<file path="src/rtl/keypad_pkg.sv">
// Shared constants, FSM state type and column priority encoder for the 4x4 keypad scanner.
package keypad_pkg;

   localparam int ROWS   = 4;
   localparam int COLS   = 4;
   localparam int ROW_W  = 2;
   localparam int COL_W  = 2;
   localparam int CODE_W = 4;

   typedef enum logic [1:0] {
      ST_SCAN,
      ST_DEBOUNCE,
      ST_HOLD,
      ST_RELEASE
   } state_t;

   // Returns {hit, col}: hit is set when any active-low column is low, col is the lowest such index.
   function automatic logic [COL_W:0] prio_enc(input logic [COLS-1:0] cols_n);
      logic [COL_W:0] r;
      r = '0;
      for (int c = COLS - 1; c >= 0; c--) begin
         if (!cols_n[c]) r = {1'b1, COL_W'(c)};
      end
      return r;
   endfunction

endpackage

</file>
<file path="src/rtl/keypad_sync.sv">
// Two-flop synchronizer for the asynchronous active-low column lines; idles high (no key).
module keypad_sync
   import keypad_pkg::*;
(
   input  logic            clk,
   input  logic            rst_n,
   input  logic [COLS-1:0] d_i,
   output logic [COLS-1:0] q_o
);

   logic [COLS-1:0] meta_q;
   logic [COLS-1:0] sync_q;

   always_ff @(posedge clk or negedge rst_n) begin
      if (!rst_n) begin
         meta_q <= '1;
         sync_q <= '1;
      end else begin
         meta_q <= d_i;
         sync_q <= meta_q;
      end
   end

   assign q_o = sync_q;

endmodule

</file>
<file path="src/rtl/keypad_scanner.sv">
// 4x4 matrix keypad scanner: row scan, column debounce, priority encode, one-cycle valid strobe.
// Optional auto-repeat while a key is held: define KEYPAD_SCANNER_KEY_REPEAT_EN.
module keypad_scanner
   import keypad_pkg::*;
#(
   parameter int SCAN_DIV     = 16,
   parameter int DEBOUNCE     = 4,
   parameter int REPEAT_DELAY = 32,
   parameter int REPEAT_RATE  = 8
) (
   input  logic              clk,
   input  logic              rst_n,
   input  logic [COLS-1:0]   col_n,
   output logic [ROW_W-1:0]  row_sel,
   output logic [CODE_W-1:0] key_code,
   output logic              key_valid,
   output logic              key_held
);

   localparam int DIV_W = (SCAN_DIV > 1) ? $clog2(SCAN_DIV) : 1;
   localparam int CNT_W = $clog2(DEBOUNCE + 1);

   if (SCAN_DIV < 4 || DEBOUNCE < 1 || REPEAT_DELAY < 1 || REPEAT_RATE < 1) begin : g_bad_param
      $error("keypad_scanner: illegal parameter value");
   end

   logic [COLS-1:0]   col_s;
   logic [COL_W:0]    enc;
   logic              hit;
   logic [COL_W-1:0]  hit_col;
   logic              cand_act;
   logic              tick;
   logic [ROW_W-1:0]  row_nxt;

   state_t            state_q, state_d;
   logic [ROW_W-1:0]  row_q, row_d;
   logic [DIV_W-1:0]  div_q, div_d;
   logic [CNT_W-1:0]  cnt_q, cnt_d, cnt_inc;
   logic [CODE_W-1:0] cand_q, cand_d;
   logic [CODE_W-1:0] code_q, code_d;
   logic              valid_q, valid_d;
   logic              held_q, held_d;

`ifdef KEYPAD_SCANNER_KEY_REPEAT_EN
   localparam int REP_MAX = (REPEAT_DELAY > REPEAT_RATE) ? REPEAT_DELAY : REPEAT_RATE;
   localparam int REP_W   = $clog2(REP_MAX + 1);
   logic [REP_W-1:0]  rep_q, rep_d, rep_nxt;
   logic              rep_arm_q, rep_arm_d;
`endif

   keypad_sync u_sync (
      .clk   (clk),
      .rst_n (rst_n),
      .d_i   (col_n),
      .q_o   (col_s)
   );

   assign enc      = prio_enc(col_s);
   assign hit      = enc[COL_W];
   assign hit_col  = enc[COL_W-1:0];
   assign cand_act = !col_s[cand_q[COL_W-1:0]];
   assign tick     = (div_q == DIV_W'(SCAN_DIV - 1));
   assign row_nxt  = (row_q == ROW_W'(ROWS - 1)) ? '0 : row_q + ROW_W'(1);
   assign cnt_inc  = cnt_q + CNT_W'(1);

   // Divider restarts with every row change so each row gets the full settle time.
   assign div_d = (tick || (row_d != row_q)) ? '0 : div_q + DIV_W'(1);

   always_comb begin
      state_d = state_q;
      row_d   = row_q;
      cnt_d   = cnt_q;
      cand_d  = cand_q;
      code_d  = code_q;
      valid_d = 1'b0;
      held_d  = held_q;
`ifdef KEYPAD_SCANNER_KEY_REPEAT_EN
      rep_d     = rep_q;
      rep_arm_d = rep_arm_q;
      rep_nxt   = rep_q + REP_W'(1);
`endif
      if (tick) begin
         case (state_q)
            ST_SCAN: begin
               if (!hit) begin
                  row_d = row_nxt;
               end else begin
                  cand_d = {row_q, hit_col};
                  cnt_d  = CNT_W'(1);
                  if (DEBOUNCE == 1) begin
                     code_d  = {row_q, hit_col};
                     valid_d = 1'b1;
                     held_d  = 1'b1;
                     state_d = ST_HOLD;
                  end else begin
                     state_d = ST_DEBOUNCE;
                  end
               end
            end
            ST_DEBOUNCE: begin
               if (hit && (hit_col == cand_q[COL_W-1:0])) begin
                  cnt_d = cnt_inc;
                  if (cnt_inc == CNT_W'(DEBOUNCE)) begin
                     code_d  = cand_q;
                     valid_d = 1'b1;
                     held_d  = 1'b1;
                     state_d = ST_HOLD;
`ifdef KEYPAD_SCANNER_KEY_REPEAT_EN
                     rep_d     = '0;
                     rep_arm_d = 1'b0;
`endif
                  end
               end else begin
                  cnt_d   = '0;
                  row_d   = row_nxt;
                  state_d = ST_SCAN;
               end
            end
            ST_HOLD: begin
               if (!cand_act) begin
`ifdef KEYPAD_SCANNER_KEY_REPEAT_EN
                  rep_d     = '0;
                  rep_arm_d = 1'b0;
`endif
                  if (DEBOUNCE == 1) begin
                     cnt_d   = '0;
                     held_d  = 1'b0;
                     row_d   = row_nxt;
                     state_d = ST_SCAN;
                  end else begin
                     cnt_d   = CNT_W'(1);
                     state_d = ST_RELEASE;
                  end
               end else begin
`ifdef KEYPAD_SCANNER_KEY_REPEAT_EN
                  // First repeat after REPEAT_DELAY held ticks, then one every REPEAT_RATE.
                  if ((!rep_arm_q && rep_nxt == REP_W'(REPEAT_DELAY)) ||
                      (rep_arm_q && rep_nxt == REP_W'(REPEAT_RATE))) begin
                     valid_d   = 1'b1;
                     rep_d     = '0;
                     rep_arm_d = 1'b1;
                  end else begin
                     rep_d = rep_nxt;
                  end
`endif
               end
            end
            ST_RELEASE: begin
               if (!cand_act) begin
                  cnt_d = cnt_inc;
                  if (cnt_inc == CNT_W'(DEBOUNCE)) begin
                     cnt_d   = '0;
                     held_d  = 1'b0;
                     row_d   = row_nxt;
                     state_d = ST_SCAN;
                  end
               end else begin
                  cnt_d   = '0;
                  state_d = ST_HOLD;
               end
            end
            default: state_d = ST_SCAN;
         endcase
      end
   end

   always_ff @(posedge clk or negedge rst_n) begin
      if (!rst_n) begin
         state_q <= ST_SCAN;
         row_q   <= '0;
         div_q   <= '0;
         cnt_q   <= '0;
         cand_q  <= '0;
         code_q  <= '0;
         valid_q <= 1'b0;
         held_q  <= 1'b0;
      end else begin
         state_q <= state_d;
         row_q   <= row_d;
         div_q   <= div_d;
         cnt_q   <= cnt_d;
         cand_q  <= cand_d;
         code_q  <= code_d;
         valid_q <= valid_d;
         held_q  <= held_d;
      end
   end

`ifdef KEYPAD_SCANNER_KEY_REPEAT_EN
   always_ff @(posedge clk or negedge rst_n) begin
      if (!rst_n) begin
         rep_q     <= '0;
         rep_arm_q <= 1'b0;
      end else begin
         rep_q     <= rep_d;
         rep_arm_q <= rep_arm_d;
      end
   end
`endif

   assign row_sel   = row_q;
   assign key_code  = code_q;
   assign key_valid = valid_q;
   assign key_held  = held_q;

endmodule

</file>
<file path="config.mk">
export PLATFORM = sky130hd
export DESIGN_NAME = keypad_scanner
export DESIGN_NICKNAME = d
export VERILOG_FILES = /design/src/rtl/keypad_pkg.sv /design/src/rtl/keypad_sync.sv /design/src/rtl/keypad_scanner.sv
export SDC_FILE = /design/constraint.sdc
export NUM_CORES = 1
export LEC_CHECK = 0
export ABC_AREA = 1
export CORE_ASPECT_RATIO = 0.6
export CORE_UTILIZATION = 55
export CTS_CLUSTER_DIAMETER = 50
export DETAILED_ROUTE_END_ITERATION = 10
export PLACE_DENSITY = 0.83
export SLEW_MARGIN = 30
export SYNTH_ARGS = -nofsm -noshare
export SYNTH_HDL_FRONTEND = slang
export SYNTH_HIERARCHICAL = 1
export SYNTH_SLANG_ARGS = --single-unit
</file>
<file path="constraint.sdc">
create_clock -name clk -period 2.9 [get_ports clk]
set_clock_uncertainty 0.05 [all_clocks]
set_input_delay 0.58 -clock clk [delete_from_list [all_inputs] [get_ports clk]]
set_output_delay 0.58 -clock clk [all_outputs]
set_load 0.005 [all_outputs]
</file>
Yosys cells after proc, flatten, opt, wreduce, memory -nomap -nowiden

Index checks and enable logic that the tools add are counted.

Bits in registers: 29
Output and inout bits: 8
Memories: 0
Input bits: 6
Latch bits: 0
RAM bits: 0
Memory bits (read-only): 0

Order comparisons: 1
$mul: 0
Mux-type cells: 36
Reductions and logical operators: 9
Bitwise logic cells: 0
$add $sub $neg: 3
Divide/modulo/power cells: 0
Shift-type cells: 0
Eq/ne operators: 16

Operators by type and width:

| operator                                                                     | count |
|---|---|
| 3-bit 2-to-1 mux                                                             | 9 |
| 2-bit 2-to-1 mux                                                             | 12 |
| 2-bit inequality test, second input constant                                 | 6 |
| 3-bit case mux with 4 select lines                                           | 1 |
| 1-bit 2-to-1 mux                                                             | 9 |
| 2-bit case mux with 4 select lines                                           | 1 |
| 2-bit equality test, second input constant                                   | 3 |
| 3-bit inequality test, second input constant                                 | 2 |
| 2-bit case mux with 3 select lines                                           | 1 |
| 3-bit AND reduction                                                          | 2 |
| 6-bit AND reduction                                                          | 1 |
| 5-bit AND reduction                                                          | 1 |
| 4-bit by 1-bit adder with 4-bit output, second input constant                | 1 |
| 4-bit equality test, second input constant                                   | 1 |
| 4-bit 2-to-1 mux                                                             | 1 |
| 4-bit AND reduction                                                          | 1 |
| 3-bit by 1-bit adder with 3-bit output, second input constant                | 1 |
| 3-bit equality test, second input constant                                   | 1 |
| 2-bit by 3-bit less-than comparator with 1-bit output, second input constant | 1 |
| 2-bit by 1-bit adder with 2-bit output, second input constant                | 1 |
| 1-bit binary-select mux with 2-bit select                                    | 1 |
| 2-bit by 1-bit equality test with 1-bit output, second input constant        | 1 |
| 2-bit equality test                                                          | 1 |
| 2-bit zero test                                                              | 1 |
| 5 further kinds                                                              | 5 |

Logic depth before layout (Yosys ltp)

Depth in word-level cells: 12
Gate-level depth with buffers: 11
Mapped depth without buffers: 11

Hierarchy

Netlist, hierarchy kept.

By module, submodules not included:

| module         | instances | seq. area each (um2) | cells each | area each (um2) |
|---|---|---|---|---|
| keypad_scanner | 1         | 525.5                | 154        | 1226.2 |
| keypad_sync    | 1         | 210.2                | 8          | 210.2 |

Worst setup path before layout

OpenSTA, ideal clock, no wires.

Kind: register to register
Start point: register cnt_q[0]
End point: register held_q (netlist: key_held)
Buffers on the path: 0
Library setup time: 0.116 ns
Cell stages (with the launch flop): 9
Required time: 2.734 ns
Path slack: 1.441 ns
Arrival: 1.293 ns
Path through: dfrtp_1 -> ha_1 -> nand2_1 -> nand3_2 -> nor2_1 -> and3_1 -> nand2_1 -> nand2_1 -> nand2_1

Word-level cells in the longest chain between the ends: 4

Ends and longest elaborated chain:

| what                                       | line                                         | source |
|---|---|---|
| start: declaration                         | keypad_scanner.sv:38                         | `logic [CNT_W-1:0] cnt_q, cnt_d, cnt_inc;` |
| start signal: assignment                   | keypad_scanner.sv:181                        | `cnt_q <= cnt_d;` |
| 3-bit by 1-bit adder with 3-bit output (*) | keypad_scanner.sv:64                         | `assign cnt_inc = cnt_q + CNT_W'(1);` |
| 3-bit equality test (*)                    | keypad_scanner.sv:103, keypad_scanner.sv:151 |  |
| 2-bit inequality test (no line)            | --                                           |  |
| 6-bit AND reduction (no line) (*)          | --                                           |  |
| end signal: assignment                     | keypad_scanner.sv:185                        | `held_q <= held_d;` |
| end: declaration                           | keypad_scanner.sv:42                         | `logic held_q, held_d;` |

Every way passes the cells marked *; elsewhere a longest branch is shown, timed or not.
A chain may end at the register's enable or synchronous reset.

Worst setup path in the final report

Start point: register row_q[0] (netlist: row_sel[0])
End point: output row_sel[0]

RTL lines:

| what                     | line                  | source |
|---|---|---|
| start: declaration       | keypad_scanner.sv:36  | `logic [ROW_W-1:0] row_q, row_d;` |
| start signal: assignment | keypad_scanner.sv:179 | `row_q <= row_d;` |
| end: declaration         | keypad_scanner.sv:14  | `output logic [ROW_W-1:0] row_sel,` |

No word-level cell between the ends.

==> summary.txt <==
initial antenna violation count -> 0
pin count of the biggest net entering global routing -> 30
r2r startpoint -> cnt_q[0]
final WL -> 2.57 mm
CP Data Required Time -> 2.27 ns
worst-path cell chain -> clkdlybuf4s50_1
TritonRoute pass-1 iters -> 4
GP Congestion -> 0.887
Die Width -> 68.0 um
Setup CP Type -> reg2out
I/O pin count -> 14
Setup Buffers After CTS -> 0
Gate Count Post-Synth -> 162
CTS sink cnt -> 29
utilization after layout -> 74.2%
Commonest cells post-synth -> nand2_1 (48), dfrtp_1 (21), inv_1 (15)
Initial Util -> 62.2%
Ant. Diodes -> 0
share of the cycle needed by the critical path after routing -> 64.7%
Fillers -> 159
placed cell area -> 1610 um2
Setup-failing EPs final -> 0
Seq pwr share -> 46.4%
Unique masters post-synth -> 25
Post-synth ARST share -> 100%
Seq/Total Area, Yosys -> 51.2%
hold wc startpoint -> u_sync/meta_q[1]
Critical Path Source Type -> flop
cell area after layout -> 1710 um2
worst path buffer plus inverter count -> 1
Via Count -> 1131
CTS Buf Count -> 5
Final Non-Filler Cells -> 214
power per cell area -> 604 nW/um2
Max-Cap Viols -> 0
global-route wire length before repair -> 4.35 mm
CTS max path bufs -> 2
cell accounting for the most synthesized area -> dfrtp_1
Root Driver -> clkbuf_8
Mean Syn Cell Area -> 8.87 um2
NetSw -> 309 uW
Antenna Violating Nets Remaining -> 0
DP Cell Count -> 206
vias in the first global route -> 1016
die area -> 2830 um2
Pint -> 726 uW
drt initial violations -> 73
delay-heaviest family, CP -> buffers and inverters
Clk Latency, worst-skew pair -> 0.28 ns
Syn-to-layout area delta -> 19.3%
minimum clock period after layout -> 1.88 ns
post-synth top area share -> 36.6%
Vias/cell -> 5.29
worst rel slew slack -> 76.9%
Max FO, Critical Path -> 5
Post-synth EDFFs -> 0
GRT Util Overall -> 21.7%
syn nets -> 172
status -> completed
Post-CTS Resized -> 0
count leader, synth -> nand2_1
Worst setup EP type -> output pin
Worst Setup Slack, final -> 1.02 ns
Leak Pwr -> 0.859 nW
CTS clk-pin slew, worst paths -> 0.06 ns
GRT overflow -> 0
Max Fclk -> 0.533 GHz
layout cells sized above 1 -> 21.2%
CP max stage delay -> 0.54 ns
synthesized cell area -> 1440 um2
CP arrival -> 1.25 ns
Max Slew Vio Count -> 0
Hold Crit Class -> reg2reg
slowest CP cell -> clkdlybuf4s50_1
Yosys reg bits -> 29
number of remaining DRC errors -> 0
core area -> 2310 um2
VDD IR-drop max -> 0.000372 V
synth warn -> 6
dominant synthesized flop cell -> dfrtp_1
CTS tree -> done
Die Y -> 41.6 um
WL/cell -> 12.0 um
top cells by area, synth -> dfrtp_1 (37%), dfstp_2 (15%), nand2_1 (13%)
dpl ws -> 1.30 ns
Clk network pwr share -> 35.1%
RSZ-0062 raised after global routing -> no
Net Sw Frac -> 29.9%
CP startpoint -> row_sel[0]
H-tree depth -> 2
setup tns final -> 0 ns
Fin. Hold Viols -> 0
port bufs -> 13
FP Rows -> 13
hold_buf cts -> 0
combinational share of power -> 18.6%
Post-layout nets -> 193
Worst R2R Setup Slack -> 1.27 ns
worst slew pin tran -> 0.347 ns
placed wire-length estimate -> 1.82 mm
-- final timing paths --
kind / to / cells after the start
worst max-delay path: row_sel[0] / 1
worst min-delay path: u_sync/q_o[1] / 0
worst max register to register: key_held / 8
worst min register to register: u_sync/q_o[1] / 0
max in group asynchronous: u_sync/q_o[3] / 2
min in group asynchronous: div_q[2] / 2
-- per-stage QoR --
step	total power [mW]	hold WS (ns)
CTS	1.04	0.304
finish	1.03	0.301
floorplan	0.617	0.234
detailed placement	0.676	0.297
global route	1.10	0.310
global placement	0.669	0.295
-- logic make-up (layout without fill, tap and decap cells) --
logic type,count (synthesis),in the layout,synth area share [%]
AND/OR/NAND/NOR,91,91,31.9
flip-flops,29,29,51.2
buffers and inverters,22,44,5.75
AO/OA/AOI/OAI,14,14,6.45
adder cells (fa/ha/maj),4,4,3.48
XOR/XNOR,2,2,1.22
-- placed cells by master, fill, tap and decap left out --
cell type / instances
clkbuf_8: 7
nand2_2: 2
nor2_1: 11
nor2_2: 1
clkinv_1: 1
nor2_4: 1
clkinv_2: 1
o21ai_1: 7
buf_4: 1
nand3_1: 11
xor2_1: 2
or2_2: 1
nand4_4: 1
clkdlybuf4s50_1: 13
nand3b_1: 1
nand4_1: 2
nand2_4: 1
dfstp_2: 8
nor3_1: 2
o21ai_0: 3
dfrtp_1: 21
nand3_2: 7
a21oi_1: 2
a21oi_4: 2
and3_1: 2
inv_2: 6
inv_1: 15
ha_1: 4
nand2_1: 48
-- final cells by class --
cell class	instances	area, um2	area share, %
Clock buffer	7	96.3	5.62
Clock inverter	1	5.00	0.292
Inverter	22	82.6	4.82
Multi-Input combinational cell	111	618	36.1
Sequential cell	29	736	43.0
Tap cell	30	37.5	2.19
Timing Repair Buffer	14	138	8.04
-- power groups by stage --
stage | combinational [mW] | sequential [mW] | clock (mW)
floorplan | 0.139 | 0.478 | 0
global placement | 0.184 | 0.484 | 0
detailed placement | 0.189 | 0.487 | 0
CTS | 0.192 | 0.480 | 0.373
global route | 0.217 | 0.485 | 0.395
finish | 0.192 | 0.480 | 0.363
-- worst reg2reg max path: stages, from the launching register on --
cell	delay [ns]
dfrtp_1	0.40
ha_1	0.22
nand2_1	0.09
nand3_2	0.14
nor2_1	0.24
and3_1	0.23
nand2_1	0.06
nand2_1	0.05
nand2_1	0.04
-- per-layer routing --
metal / wire (um) / up-vias / GRT usage [%] / share of wire, %
met1: 1220 / 523 / 29.5 / 47
met5: 0 / - / 0 / 0
met3: 184 / 5 / 8.24 / 7.2
met4: 36 / 0 / 10.0 / 1.4
li1: - / 562 / - / -
met2: 1130 / 41 / 30.2 / 44
-- registers in the layout, indices dropped and copies added, names as in the netlist --
name and count:
key_valid 1, cnt_q 3, row_sel 2, cand_q 4, key_code 4, key_held 1
u_sync/q_o 4, div_q 4, state_q 2, u_sync/meta_q 4
(Power assumes the default switching activity.)
